File: config.mk
export PLATFORM = sky130hd
export DESIGN_NAME = cpu_wrqueue
export DESIGN_NICKNAME = d
export VERILOG_FILES = /design/src/rtl/cpu_wrqueue.sv
export SDC_FILE = /design/constraint.sdc
export NUM_CORES = 1
export LEC_CHECK = 0
export CORE_MARGIN = 2
export CORE_UTILIZATION = 50
export CTS_BUF_LIST = sky130_fd_sc_hd__clkbuf_8 sky130_fd_sc_hd__clkbuf_16
export CTS_CLUSTER_DIAMETER = 60
export DETAILED_ROUTE_END_ITERATION = 6
export HOLD_SLACK_MARGIN = 0.15
export PLACE_DENSITY_LB_ADDON = 0.12
export SYNTH_ARGS = -nofsm -noshare
export SYNTH_HDL_FRONTEND = slang
export SYNTH_SLANG_ARGS = --single-unit
File: constraint.sdc
create_clock -name pixClk -period 2.75 [get_ports pixClk]
set_input_delay 0.6875 -clock pixClk [delete_from_list [all_inputs] [get_ports pixClk]]
set_output_delay 0.6875 -clock pixClk [all_outputs]
set_load 0.1 [all_outputs]
File: src/rtl/cpu_wrqueue.sv
// cpu_wrqueue: captures 68000 writes to the SE screen buffer and replays them as VRAM byte writes
// inside the CPU slot of hCount[2:0]. Optional alternate buffer window: SEVGA_ALTBUF_EN.
module cpu_wrqueue #(
  parameter logic [23:0] FB_BASE  = 24'h3FA700,
  parameter int          FB_BYTES = 21888,
  parameter int          DEPTH    = 4,
  parameter int          VRAM_AW  = 15,
  parameter logic [2:0]  WR_SLOT  = 3'd4
) (
  input  logic               pixClk,
  input  logic               nReset,
  // hCount[2:0]; named hSeq because "sequence" is a reserved word
  input  logic [2:0]         hSeq,
  input  logic [22:0]        cpuAddr,
  input  logic [15:0]        cpuData,
  input  logic               ncpuAS,
  input  logic               ncpuUDS,
  input  logic               ncpuLDS,
  input  logic               cpuRnW,
`ifdef SEVGA_ALTBUF_EN
  output logic [VRAM_AW:0]   vramAddr,
`else
  output logic [VRAM_AW-1:0] vramAddr,
`endif
  output logic [7:0]         vramData,
  output logic               vramDataOE,
  output logic               nvramWE,
  output logic               qFull,
  output logic               qOverflow
);

  localparam int PW = (DEPTH > 1) ? $clog2(DEPTH) : 1;
  localparam logic [PW:0]  DEPTH_C = (PW+1)'(DEPTH);
  localparam logic [24:0]  MAIN_LO = {1'b0, FB_BASE};
  localparam logic [24:0]  MAIN_HI = MAIN_LO + 25'(FB_BYTES);
  localparam logic [2:0]   SLOT1   = WR_SLOT + 3'd1;
  localparam logic [2:0]   SLOT2   = WR_SLOT + 3'd2;
  localparam logic [2:0]   SLOT3   = WR_SLOT + 3'd3;
`ifdef SEVGA_ALTBUF_EN
  localparam logic [24:0]  ALT_LO  = MAIN_LO - 25'h0008000;
  localparam logic [24:0]  ALT_HI  = ALT_LO + 25'(FB_BYTES);
`endif

  typedef enum logic [1:0] {IDLE = 2'd0, SETUP = 2'd1, STROBE = 2'd2, HOLD = 2'd3} drainState_t;

  logic asMeta, asSync, udsMeta, udsSync, ldsMeta, ldsSync;
  logic armed;
  logic [24:0] byteAddr;
  logic winHit, capture;
  logic [VRAM_AW-1:0] capOffset;
  logic capAlt;

  logic [VRAM_AW-1:0] memOff  [DEPTH];
  logic [15:0]        memData [DEPTH];
  logic               memUb   [DEPTH];
  logic               memLb   [DEPTH];
  logic               memAlt  [DEPTH];
  logic [PW-1:0]      wrPtr, rdPtr;
  logic [PW:0]        count, countNext;
  logic               qEmpty, isFull, accept, pop, dropped;

  drainState_t state, stateNext;
  logic lowPhase, lowPhaseNext;
  logic useLow, lastByte;
  logic [VRAM_AW-1:0] headAddr;
  logic [7:0]         headByte;
  logic [$bits(vramAddr)-1:0] addrNext;
  logic [7:0] dataNext;
  logic oeNext, weNext;

  // Two-flop synchronisers for the asynchronous bus strobes
  always_ff @(posedge pixClk or negedge nReset) begin
    if (!nReset) begin
      asMeta  <= 1'b1;
      asSync  <= 1'b1;
      udsMeta <= 1'b1;
      udsSync <= 1'b1;
      ldsMeta <= 1'b1;
      ldsSync <= 1'b1;
    end else begin
      asMeta  <= ncpuAS;
      asSync  <= asMeta;
      udsMeta <= ncpuUDS;
      udsSync <= udsMeta;
      ldsMeta <= ncpuLDS;
      ldsSync <= ldsMeta;
    end
  end

  assign byteAddr = {1'b0, cpuAddr, 1'b0};

  // Screen window decode and VRAM offset of the current bus address
  always_comb begin
    winHit    = (byteAddr >= MAIN_LO) && (byteAddr < MAIN_HI);
    capOffset = VRAM_AW'(byteAddr - MAIN_LO);
    capAlt    = 1'b0;
`ifdef SEVGA_ALTBUF_EN
    if ((byteAddr >= ALT_LO) && (byteAddr < ALT_HI)) begin
      winHit    = 1'b1;
      capOffset = VRAM_AW'(byteAddr - ALT_LO);
      capAlt    = 1'b1;
    end else begin
      capAlt    = 1'b0;
    end
`endif
  end

  assign capture = !asSync && (!udsSync || !ldsSync) && !cpuRnW && winHit && armed;

  // One capture per bus cycle: disarm on capture, re-arm once AS is released
  always_ff @(posedge pixClk or negedge nReset) begin
    if (!nReset) begin
      armed <= 1'b1;
    end else if (capture) begin
      armed <= 1'b0;
    end else if (asSync) begin
      armed <= 1'b1;
    end
  end

  assign qEmpty  = (count == {(PW+1){1'b0}});
  assign isFull  = (count == DEPTH_C);
  assign accept  = capture && (!isFull || pop);
  assign dropped = capture && isFull && !pop;

  // Occupancy bookkeeping
  always_comb begin
    if (accept && !pop) begin
      countNext = count + {{PW{1'b0}}, 1'b1};
    end else if (pop && !accept) begin
      countNext = count - {{PW{1'b0}}, 1'b1};
    end else begin
      countNext = count;
    end
  end

  // FIFO storage, pointers and status flags
  always_ff @(posedge pixClk or negedge nReset) begin
    if (!nReset) begin
      for (int i = 0; i < DEPTH; i++) begin
        memOff[i]  <= '0;
        memData[i] <= 16'h0000;
        memUb[i]   <= 1'b0;
        memLb[i]   <= 1'b0;
        memAlt[i]  <= 1'b0;
      end
      wrPtr     <= '0;
      rdPtr     <= '0;
      count     <= '0;
      qFull     <= 1'b0;
      qOverflow <= 1'b0;
    end else begin
      if (accept) begin
        memOff[wrPtr]  <= capOffset;
        memData[wrPtr] <= cpuData;
        memUb[wrPtr]   <= !udsSync;
        memLb[wrPtr]   <= !ldsSync;
        memAlt[wrPtr]  <= capAlt;
        wrPtr          <= (wrPtr == PW'(DEPTH - 1)) ? '0 : wrPtr + PW'(1);
      end
      if (pop) begin
        rdPtr <= (rdPtr == PW'(DEPTH - 1)) ? '0 : rdPtr + PW'(1);
      end
      count     <= countNext;
      qFull     <= (countNext == DEPTH_C);
      qOverflow <= qOverflow | dropped;
    end
  end

  // Select which byte of the head entry goes out next
  always_comb begin
    useLow   = lowPhase || !memUb[rdPtr];
    lastByte = useLow || !memLb[rdPtr];
    if (useLow) begin
      headAddr = {memOff[rdPtr][VRAM_AW-1:1], 1'b1};
      headByte = memData[rdPtr][7:0];
    end else begin
      headAddr = memOff[rdPtr];
      headByte = memData[rdPtr][15:8];
    end
  end

  // Drain FSM next state and next registered outputs
  always_comb begin
    stateNext    = state;
    lowPhaseNext = lowPhase;
    addrNext     = vramAddr;
    dataNext     = vramData;
    oeNext       = vramDataOE;
    weNext       = nvramWE;
    pop          = 1'b0;
    case (state)
      IDLE: begin
        if (hSeq == WR_SLOT && !qEmpty) begin
          stateNext = SETUP;
`ifdef SEVGA_ALTBUF_EN
          addrNext  = {memAlt[rdPtr], headAddr};
`else
          addrNext  = headAddr;
`endif
          dataNext  = headByte;
          oeNext    = 1'b1;
        end else begin
          stateNext = IDLE;
        end
      end
      SETUP: begin
        if (hSeq == SLOT1) begin
          stateNext = STROBE;
          weNext    = 1'b0;
        end else begin
          stateNext = SETUP;
        end
      end
      STROBE: begin
        if (hSeq == SLOT2) begin
          stateNext = HOLD;
          weNext    = 1'b1;
        end else begin
          stateNext = STROBE;
        end
      end
      HOLD: begin
        if (hSeq == SLOT3) begin
          stateNext = IDLE;
          oeNext    = 1'b0;
          if (lastByte) begin
            pop          = 1'b1;
            lowPhaseNext = 1'b0;
          end else begin
            lowPhaseNext = 1'b1;
          end
        end else begin
          stateNext = HOLD;
        end
      end
      default: begin
        stateNext    = IDLE;
        lowPhaseNext = 1'b0;
        oeNext       = 1'b0;
        weNext       = 1'b1;
      end
    endcase
  end

  // Drain FSM state and VRAM-side output registers
  always_ff @(posedge pixClk or negedge nReset) begin
    if (!nReset) begin
      state      <= IDLE;
      lowPhase   <= 1'b0;
      vramAddr   <= '0;
      vramData   <= 8'h00;
      vramDataOE <= 1'b0;
      nvramWE    <= 1'b1;
    end else begin
      state      <= stateNext;
      lowPhase   <= lowPhaseNext;
      vramAddr   <= addrNext;
      vramData   <= dataNext;
      vramDataOE <= oeNext;
      nvramWE    <= weNext;
    end
  end

endmodule

# Word level (Yosys, flattened, before mapping)
# Index checks and enable logic that the tools add are counted.
totals:
  regBits: 176
  output_inout_bits: 27
  word_cells: 142
classes:
  addsub: 5
  n_lt_le_gt_ge: 5
  eq_ne: 15
  n_mux: 45
  bitwise_logic: 3
  reduce_logical: 35
op_table:
  columns: ["op", "count"]
  rows:
  - ["bitwise mux 64 bit", 1]
  - ["bitwise mux 60 bit", 1]
  - ["two-way mux 16 bit", 3]
  - ["two-way mux 15 bit", 3]
  - ["binary-select mux 16 bit (select 2 bit)", 1]
  - ["demux 16 bit (select 2 bit)", 1]
  - ["binary-select mux 15 bit (select 2 bit)", 1]
  - ["demux 15 bit (select 2 bit)", 1]
  - [">= comparator 24 x 22 -> 1 bit (second input constant)", 1]
  - ["< comparator 24 x 22 -> 1 bit (second input constant)", 1]
  - ["equality test 3 bit (second input constant)", 6]
  - ["two-way mux 1 bit", 18]
  - ["subtractor 15 x 14 -> 15 bit (second input constant)", 1]
  - ["logical AND 1 bit", 12]
  - ["zero test 1 bit", 10]
  - ["bitwise mux 4 bit", 2]
  - ["equality test 2 bit (second input constant)", 4]
  - ["two-way mux 2 bit", 4]
  - ["two-way mux 8 bit", 1]
  - ["!= test 2 bit (second input constant)", 4]
  - ["one-hot mux 2 bit (4 select lines)", 1]
  - [">= comparator 3 bit (second input constant)", 2]
  - ["two-way mux 3 bit", 2]
  - ["inverter 2 -> 3 bit", 2]
  - ["15 further kinds", 25]

# Longest topological paths before layout
# Gate-level depths: netlist (run 1).
logic_depth:
  ltp_word: 17
  ltp_mapped: 8
  depth_no_buf: 8

# Worst setup path before layout (run 1)
# OpenSTA, ideal clock, no wires.
synth_timing:
  path_type: "input to register"
  from: "input port cpuAddr[7]"
  to: "register memData[21] in the netlist's numbering"
  setup_time_ns: 0.128
  arrival_ns: 2.350
  required_time_ns: 2.622
  path_slack_ns: 0.272
  cell_stages: 8
  n_path_buf: 1
  cell_sequence: "inv_1 ha_1 a21boi_0 nor2_1 a221oi_2 nand3_2 buf_6 mux2_1"
synth_between:
  elab_chain_len: 5
  elab_cells_between_ends: 6
synth_lines:
  columns: ["element", "line_no", "rtl"]
  rows:
  - ["start, declared", "14", "input logic [22:0] cpuAddr,"]
  - [">= comparator 24 x 22 -> 1 bit / < comparator 24 x 22 -> 1 bit (equally long branches)", "94", "winHit = (byteAddr >= MAIN_LO) && (byteAddr < MAIN_HI);"]
  - ["logical AND 1 bit *", "94", null]
  - ["logical AND 1 bit * (2 in series)", "108", "assign capture = !asSync && (!udsSync || !ldsSync) && !cpuRnW && winHit && armed;"]
  - ["logical AND 1 bit *", "123", "assign accept = capture && (!isFull || pop);"]
  - ["end signal, assigned by index", "155", "memData[wrPtr] <= cpuData;"]
  - ["end, declared", "54", "logic [15:0] memData [DEPTH];"]
# Every way passes the cells marked *; elsewhere a longest branch is shown, timed or not.
# A chain may end at the register's enable or synchronous reset.

# Worst setup path after layout (run 1)
layout_timing:
  from: "input port cpuAddr[0]"
  to: "register memData[12] in the netlist's numbering"
# The elaborated chain is that of the path after synthesis.

==> results of run 1 <==
[flip-flops by register name, indices dropped and copies added (netlist names), 2 cells and up]
name	count
memUb	4
wrPtr	2
vramAddr	15
count	3
rdPtr	2
memOff	56
vramData	8
memLb	4
memData	64
state	2
[metal layers]
layer	part of all wire [%]	vias to the layer above
met5	0	-
met4	1.2	0
met3	3.7	17
met2	51	91
met1	45	2465
li1	-	2165
[worst min-delay path by stage]
stage | cells past startpoint | to
after floorplan | 0 | asSync
after global placement | 0 | udsSync
after detailed placement | 0 | asSync
after CTS | 1 | memOff[7]
after global routing | 1 | state[1]
final | 1 | memOff[7]
[cells by family (layout without fill, tap and decap cells)]
group / Yosys count / count (layout) / share of synthesized area, %
simple gates: 62 / 62 / 4.28
flops: 172 / 172 / 54.5
fa+ha+maj: 15 / 15 / 2.37
compound gates: 39 / 39 / 3.41
buf+inv: 43 / 167 / 3.22
xor+xnor: 8 / 8 / 0.884
mux: 187 / 187 / 31.4
[worst max-delay path: stages]
cell	delay, ns
clkdlybuf4s50_1	0.44
nor4_2	0.32
buf_4	0.16
nand4b_1	0.15
a221oi_2	0.28
buf_4	0.18
nand3_2	0.13
buf_12	0.20
mux2_1	0.32
[per-stage QoR]
step | std cells | area [sq um] | util, %
after floorplan | 526 | 7920 | -
after global placement | 836 | 9090 | 58.1
after detailed placement | 836 | 9090 | 58.1
after CTS | 866 | 9680 | 61.8
after global routing | 866 | 9680 | 61.9
final | 866 | 9680 | 61.9
[cell type report]
class | count | area, sq um
clock buffer | 18 | 439
multi-input combinational | 311 | 3360
tap | 216 | 270
inverter | 19 | 71.3
fill | 1216 | 5970
sequential | 172 | 4320
clock inverter | 12 | 149
timing repair buffer | 118 | 1080
[cell usage in the layout, fill, tap and decap left out, types with 2 or more instances in the layout]
cell,count
dfrtp_1,163
dfstp_2,8
xor2_1,6
mux2_2,114
nor3_1,4
mux2i_1,17
a31o_2,2
mux2_1,13
clkdlybuf4s50_1,46
nand3_1,5
ha_1,15
bufinv_16,3
nand4_1,2
o31ai_1,3
xnor2_1,2
nand2_1,19
and4b_1,2
nand3_2,5
inv_1,21
clkinv_2,2
nor2_1,14
buf_12,6
inv_6,2
clkinvlp_4,2
mux2_4,11
o21ai_0,10
nand4b_1,3
buf_4,65
a31oi_1,2
clkbuf_16,17
a21oi_1,9
and2_1,2
mux4_2,32
[power by group]
| part | switching, uW | leakage (uW) | internal [uW] | total, uW |
|---|---|---|---|---|
| Clock | 960 | 0.000291 | 1440 | 2400 |
| Sequential | 7.79 | 0.00232 | 2540 | 2550 |
| Combinational | 124 | 0.00222 | 106 | 230 |
| Total | 1090 | 0.00484 | 4090 | 5180 |
==> flow_summary.yaml, run 1 <==
outcome:
  status: "finished, final reports clean"
route:
  wl_mm: 16.1
  drt-initial-drc-count: 240
  postRouteAntennaNets: 0
  wl_per_cell_microns: 18.6
  drc: 0
  vias_per_cell: 5.47
  firstDrtPassIters: 5
  vias: 4738
logic_synthesis:
  syn_nets: 589
  synth_cells: 526
  synth.area.top_cells: "dfrtp_1, mux2_2, mux4_2"
  synth_common_cells: "dfrtp_1, mux2_2, mux4_2, inv_1, nand2_1"
  synth_flop_cell: "dfrtp_1"
  synth_edf_count: 0
  synthArstFlopShare_pct: 100
  synthesis.area_sq_mm: 0.00792
  synth-seq-cells: 172
  avgSynthCellArea_sq_um: 15.1
  synthMostInstantiatedCell: "dfrtp_1"
  yosysTopAreaCell: "dfrtp_1"
  synth_top_area_share_pct: 51.8
  synth_cell_types: 48
  ys_warn_count: 0
  ys_seq_area_share_pct: 54.5
pwr:
  powerDensity_mw_per_mm2: 535
  p_total_uw: 5180
  power_leakage_uw: 0.00484
  vdd_drop_max_mv: 0.464
sta:
  clock_skew_ns: 0.00765
  slew_headroom_pct: 53.7
  post-route-min-period_ns: 2.57
  rsz0062_at_grt: "no"
  hold_ws_ns: 0.206
  final.setup.tns_ns: 0
  finalSetupViolCount: 0
  worst_slew_pin_slew_ns: 0.695
  worst_slack_ns: 0.180
  hold_violations: 0
  slew_viol_final: 0
  max_freq_ghz: 0.389
  period_share_pct: 93.5
clocking:
  clk_pin_slew_worst_paths_ns: 0.07
  clock_sinks: 172
  cts_resized: 0
  numCtsBuffers: 17
  clock_tree.buffer_depth: 2
  worstSkewPairLatency_ns: 0.43
  cts_hold_buf: 0
  cts_tree: "built"
  post-cts-setup-buffer-count: 0
  htree_levels: 4
  cts_root_buf: "clkbuf_16"
layout:
  fin_nets: 702
  n_antenna_cell: 0
  drive_gt1_share_pct: 42.5
  area_growth_pct: 22.2
floorplan:
  dieArea_sq_mm: 0.0169
  ioPinCount: 75
  die_y_microns: 130
  dieWidth_microns: 130
  rows: 46
  core_sq_mm: 0.0157
  start_util_pct: 50.6
global_routing:
  antenna_found_initial: 0
  met2_usage_pct: 35.0
  track_usage_pct: 21.0
  overflow: 0
  grt_start_max_net_pins: 54
  grt-busiest-layer: "met2"
  use_met3_pct: 4.39
  grt_pass1_vias: 5124
  grt_pass1_wl_mm: 26.6
  grt_util_met1_pct: 27.8
setup_path:
  rr_endpoint: "memData[12]"
  cp_max_fo: 21
  cp-start-kind: "primary input"
  rr_worst_depth: 7
  reg2reg_from: "armed"
  cp-end-kind: "flop"
  worstPathArrival_ns: 2.88
  path_class: "primary input to flop"
  critPathRequiredTime_ns: 3.06
  crit_start: "cpuAddr[0]"
  setup.worst_path.end: "memData[12]"
  r2r_setup_slack_ns: 0.55
placed_design:
  gp_congestion: 0.773
  io_buffer_count: 74
  hpwlAfterDp_mm: 10.9
  place_ws_ns: -0.295
flow_run:
  cap_violations: 0
hold_path:
  hold_class: "primary input to asynchronous set/reset pin"
Note: power is estimated with default switching activity, not from simulation.
==> inputs of run 2 (changes only) <==
--- a/config.mk
+++ b/config.mk
@@ -10,6 +10,7 @@
 export CTS_BUF_LIST = sky130_fd_sc_hd__clkbuf_8 sky130_fd_sc_hd__clkbuf_16
 export CTS_CLUSTER_DIAMETER = 60
 export DETAILED_ROUTE_END_ITERATION = 6
+export GPL_TIMING_DRIVEN = 0
 export HOLD_SLACK_MARGIN = 0.15
 export PLACE_DENSITY_LB_ADDON = 0.12
 export SYNTH_ARGS = -nofsm -noshare
==> run 2 against run 1 <==
Core utilization barely moved. Setup slack worse by 0.084 ns. Critical path depth grew 1. Combinational power fell by 7%. Largest cell class unchanged. Largest power group unchanged. Via count increased by 0.19%. Die area did not move.
==> flow_summary.yaml, run 2 (synthesized netlist as in run 1, its figures left out) <==
floorplan:
  rows: 46
  die_y_microns: 130
  start_util_pct: 50.6
  ioPinCount: 75
  dieArea_sq_mm: 0.0169
  dieWidth_microns: 130
  core_sq_mm: 0.0157
outcome:
  status: "finished, final reports clean"
sta:
  finalSetupViolCount: 0
  max_freq_ghz: 0.377
  hold_violations: 0
  slew_headroom_pct: 29.0
  worst_slack_ns: 0.0954
  slew_viol_final: 0
  clock_skew_ns: 0.00921
  hold_ws_ns: 0.225
  period_share_pct: 96.5
  worst_slew_pin_slew_ns: 1.06
  post-route-min-period_ns: 2.65
placed_design:
  place_area_sq_mm: 0.00897
  io_buffer_count: 74
  place_ws_ns: -0.852
  hpwlAfterDp_mm: 11.1
  gp_congestion: 0.762
pwr:
  power_leakage_uw: 0.00471
  powerDensity_mw_per_mm2: 537
  vdd_drop_max_mv: 0.421
route:
  wl_mm: 16.5
  postRouteAntennaNets: 0
  firstDrtPassIters: 4
  vias_per_cell: 5.57
  wl_per_cell_microns: 19.4
  vias: 4747
  drc: 0
  drt-initial-drc-count: 232
layout:
  final_cell_mix: "dfrtp_1, mux2_2, clkdlybuf4s50_1"
  area_growth_pct: 22.2
  layout_commonest_cell: "dfrtp_1"
  top_regs: "memData: 64 flops, memOff: 56 flops, vramAddr: 15 flops"
  drive_gt1_share_pct: 35.9
  largest_register: "memData"
  largest_reg_flops: 64
  n_antenna_cell: 0
  final_area_sq_mm: 0.00968
  fin_nets: 688
global_routing:
  grt_start_max_net_pins: 94
  grt_pass1_vias: 5050
  overflow: 0
  antenna_found_initial: 0
  grt_pass1_wl_mm: 27.5
  track_usage_pct: 21.6
clocking:
  htree_levels: 4
  cts_tree: "built"
  worstSkewPairLatency_ns: 0.42
  cts_root_buf: "clkbuf_16"
  clock_sinks: 172
  clock_tree.buffer_depth: 2
  cts_hold_buf: 0
  clk_pin_slew_worst_paths_ns: 0.06
  numCtsBuffers: 17
hold_path:
  hold_class: "primary input to asynchronous set/reset pin"
flow_run:
  cap_violations: 0
setup_path:
  cp-end-kind: "flop"
  cp-start-kind: "primary input"
  cp_max_fo: 10
  critPathRequiredTime_ns: 3.05
  worstPathArrival_ns: 2.95
  path_class: "primary input to flop"
[run 2: where the power goes]
part / switching (uW) / total (uW) / internal [uW] / leakage (uW)
logic: 124 / 213 / 89.4 / 0.00209
registers: 7.12 / 2550 / 2540 / 0.00232
clock network: 966 / 2430 / 1470 / 0.000296
total: 1100 / 5200 / 4100 / 0.00471
[run 2: final timing paths]
check / start / to / slack, ns / depth (start not counted)
worst min register to register: asMeta / asSync / 0.36 / 0
min in group pixClk: asMeta / asSync / 0.36 / 0
worst min-delay path: nReset / vramAddr[7] / 0.22 / 1
max in group asynchronous: nReset / asMeta / 1.66 / 2
worst max register to register: rdPtr[0] / memData[43] / 0.24 / 7
worst max-delay path: cpuAddr[7] / memData[21] / 0.1 / 10
[run 2: critical path, cell delays in order]
cell and delay (ns):
clkdlybuf4s50_1 0.52, inv_1 0.12, ha_1 0.23, a21boi_2 0.15, nor2_1 0.09, a221oi_4 0.33, buf_6 0.17, nand3_4 0.12
buf_6 0.19, mux2_1 0.33
[run 2: what timing repair did]
action                                  4_1_cts  5_1_grt
pin swaps                                     4        2
resized for setup                            14        6
setup buffers                                 5        0
hold endpoints to repair                      0        0
endpoints found under the setup margin      134       68
[run 2: final cells by class]
type	count	area, sq um
inverter	19	71.3
sequential	172	4310
fill	1230	5980
buffer	24	184
tap	216	270
multi-input combinational	311	3430
clock inverter	12	146
timing repair buffer	80	813
clock buffer	19	453
[run 2: layer usage]
metal  track usage [%]  wire [microns]  vias up
li1                  -               -     2132
met1              30.1            7660     2504
met2              35.1            8100       92
met3              4.80             538       19
met4              5.06             224        0
met5                 0               0        -
[run 2: through the flow]
| stage | cells | power, uW | utilization [%] | TNS [ns] |
|---|---|---|---|---|
| after floorplan | 526 | 2650 | - | 0 |
| after global placement | 816 | 2800 | 57.1 | -1058.63 |
| after detailed placement | 817 | 2810 | 57.3 | -102.87 |
| after CTS | 853 | 5260 | 61.7 | 0 |
| after global routing | 853 | 5410 | 61.8 | -0.119 |
| final | 853 | 5200 | 61.8 | 0 |
==> inputs of run 3 (changes only) <==
--- a/config.mk
+++ b/config.mk
@@ -5,6 +5,7 @@
 export SDC_FILE = /design/constraint.sdc
 export NUM_CORES = 1
 export LEC_CHECK = 0
+export ABC_AREA = 1
 export CORE_MARGIN = 2
 export CORE_UTILIZATION = 50
 export CTS_BUF_LIST = sky130_fd_sc_hd__clkbuf_8 sky130_fd_sc_hd__clkbuf_16
==> run 3 against run 2 <==
Critical path depth shrank 9. Synthesized cell count grew 74%. Combinational power grew to 3.2 times the previous value. First-iteration DRC count grew to 2.8 times the previous value. Maximum frequency shrank 0.24%. Via count grew 40%. Sequential power grew 3%. Clock power grew 3%. Count of clock-buffer cells in the layout shrank 2. Setup slack lost 0.0063 ns. Sequential share of layout area grew 1.2 points. Area after synthesis shrank 1.7%. Critical endpoint is now vramAddr[6].
==> flow_summary.yaml, run 3 <==
pwr:
  power_frac_comb_pct: 11.7
  power_frac_clock_pct: 43.2
  power.switching_uw: 1600
  seqPwrFrac_pct: 45.1
  power_leakage_uw: 0.00445
  p_total_uw: 5810
  powerDensity_mw_per_mm2: 616
  power.internal_uw: 4210
  switching_share_pct: 27.5
  vdd_drop_max_mv: 0.579
floorplan:
  rows: 45
  start_util_pct: 51.2
  dieArea_sq_mm: 0.0166
  die_y_microns: 129
  core_sq_mm: 0.0152
  dieWidth_microns: 129
  ioPinCount: 75
setup_path:
  cp_max_fo: 2
  crit_chain: "clkdlybuf4s50_1"
  cp-start-kind: "flop"
  path_class: "flop to output pin"
  cp_top_family: "buffers and inverters"
  worstPathArrival_ns: 1.97
  cp-end-kind: "output pin"
  slowest_stage: "clkdlybuf4s50_1"
  cpPeakStageDelay_ns: 1.15
  reg2reg_from: "count[0]"
  critPathRequiredTime_ns: 2.06
  critical_path_buf_inv_count: 1
  crit_start: "vramAddr[6]"
layout:
  layout_commonest_cell: "nand2_1"
  n_antenna_cell: 0
  final_cell_mix: "nand2_1, dfrtp_1, o21ai_1"
  fin_util_pct: 62.0
  top_regs: "memData: 64 flops, memOff: 56 flops, vramAddr: 15 flops"
  largest_register: "memData"
  final_area_sq_mm: 0.00943
  fin_nets: 1074
  drive_gt1_share_pct: 8.11
  fill_cells: 1328
  area_growth_pct: 21.1
  largest_reg_flops: 64
clocking:
  clk_pin_slew_worst_paths_ns: 0.07
  cts_root_buf: "clkbuf_16"
  cts_tree: "built"
  htree_levels: 4
  clock_tree.buffer_depth: 2
  cts_hold_buf: 0
  numCtsBuffers: 17
  clock_sinks: 172
  worstSkewPairLatency_ns: 0.44
sta:
  slew_headroom_pct: 33.5
  hold_violations: 0
  worst_slack_ns: 0.0891
  slew_viol_final: 0
  period_share_pct: 96.8
  post-route-min-period_ns: 2.66
  finalSetupViolCount: 0
  hold_ws_ns: 0.157
  clock_skew_ns: 0.00909
  max_freq_ghz: 0.376
  worst_slew_pin_slew_ns: 0.995
logic_synthesis:
  synth_common_cells: "nand2_1, dfrtp_1, o21ai_1, nor2_1, o21ai_0"
  synthMostInstantiatedCell: "nand2_1"
  synth_edf_count: 0
  synthArstFlopShare_pct: 100
  synthesis.area_sq_mm: 0.00779
  synth_top_area_share_pct: 52.7
  yosysTopAreaCell: "dfrtp_1"
  synth.area.top_cells: "dfrtp_1, nand2_1, o21ai_1"
  ys_warn_count: 0
  ys_seq_area_share_pct: 55.4
  synth_flop_cell: "dfrtp_1"
  synth_cell_types: 29
  synth-seq-cells: 172
  avgSynthCellArea_sq_um: 8.52
  syn_nets: 977
  synth_cells: 914
route:
  drc: 0
  drt-initial-drc-count: 645
  vias: 6659
  postRouteAntennaNets: 0
  firstDrtPassIters: 5
  vias_per_cell: 5.49
  wl_mm: 21.1
  wl_per_cell_microns: 17.4
placed_design:
  place_ws_ns: -0.617
  place_area_sq_mm: 0.00880
  io_buffer_count: 74
  hpwlAfterDp_mm: 13.8
  gp_congestion: 0.845
global_routing:
  grt_pass1_wl_mm: 34.3
  antenna_found_initial: 0
  overflow: 0
  grt_start_max_net_pins: 120
  grt_pass1_vias: 6433
  track_usage_pct: 27.1
hold_path:
  hold_class: "primary input to asynchronous set/reset pin"
flow_run:
  cap_violations: 0
outcome:
  status: "finished, final reports clean"
==> run 3: cell count changes after synthesis, moves of 51 or more <==
cell,delta
nor2_1,+107
o21ai_0,+70
nand2_1,+176
inv_1,+51
mux2_2,-114
o21ai_1,+127
==> run 3: cell type report <==
| class | count | area, sq um | share of cell area, % |
|---|---|---|---|
| flip-flops and latches | 172 | 4310 | 45.7 |
| multi-input cells | 619 | 2980 | 31.6 |
| repair buffers | 78 | 795 | 8.43 |
| clock buffers | 17 | 425 | 4.51 |
| inverters | 72 | 270 | 2.87 |
| well taps | 188 | 235 | 2.49 |
| plain buffers | 51 | 230 | 2.44 |
| clock inverters | 15 | 181 | 1.92 |
==> run 3: per-stage QoR <==
step	TNS (ns)	std cells
2_1_floorplan	0	914
3_3_place_gp	-1108.32	1176
3_5_place_dp	-73.95	1177
4_1_cts	0	1209
5_1_grt	-0.000537	1212
6_report	0	1212
==> run 3: power by group through the flow <==
stage,Sequential [uW],Clock [uW],Combinational (uW)
4_1_cts,2620,2530,686
5_1_grt,2620,2630,720
3_3_place_gp,2670,0,675
3_5_place_dp,2670,0,684
2_1_floorplan,2970,0,116
6_report,2620,2510,680
==> run 3: layer usage <==
layer	global-route usage [%]	vias to the layer above	share of wire, %
met5	0	-	0
met4	9.21	0	2.2
met3	5.16	39	5.4
met2	43.0	197	48
met1	37.7	3230	45
li1	-	3193	-
==> run 3: kinds of logic (layout without fill, tap and decap cells) <==
logic type | count (synthesis) | count (layout) | synth area share (%)
and+or+nand+nor | 353 | 353 | 18.3
AOI/OAI and AO/OA | 245 | 245 | 16.8
DFF | 172 | 172 | 55.4
buffers and inverters | 123 | 233 | 6.42
adders and majority gates | 15 | 15 | 2.41
xor gates and xnor gates | 6 | 6 | 0.675
==> run 3: worst paths after layout <==
path | end | slack [ns] | cells past startpoint
setup / recovery | vramAddr[6] | 0.09 | 1
min in group pixClk | udsSync | 0.36 | 0
max in group asynchronous | memOff[26] | 1.69 | 2
hold / removal | memData[42] | 0.16 | 1
setup reg to reg | vramData[6] | 0.18 | 9
hold reg to reg | udsSync | 0.36 | 0
==> run 3: repair_timing <==
item / CTS / global route
pin swaps: 0 / 1
endpoints found under the setup margin: 129 / 128
resized for setup: 2 / 2
cloned: 0 / 0
buffers inserted: 0 / 3
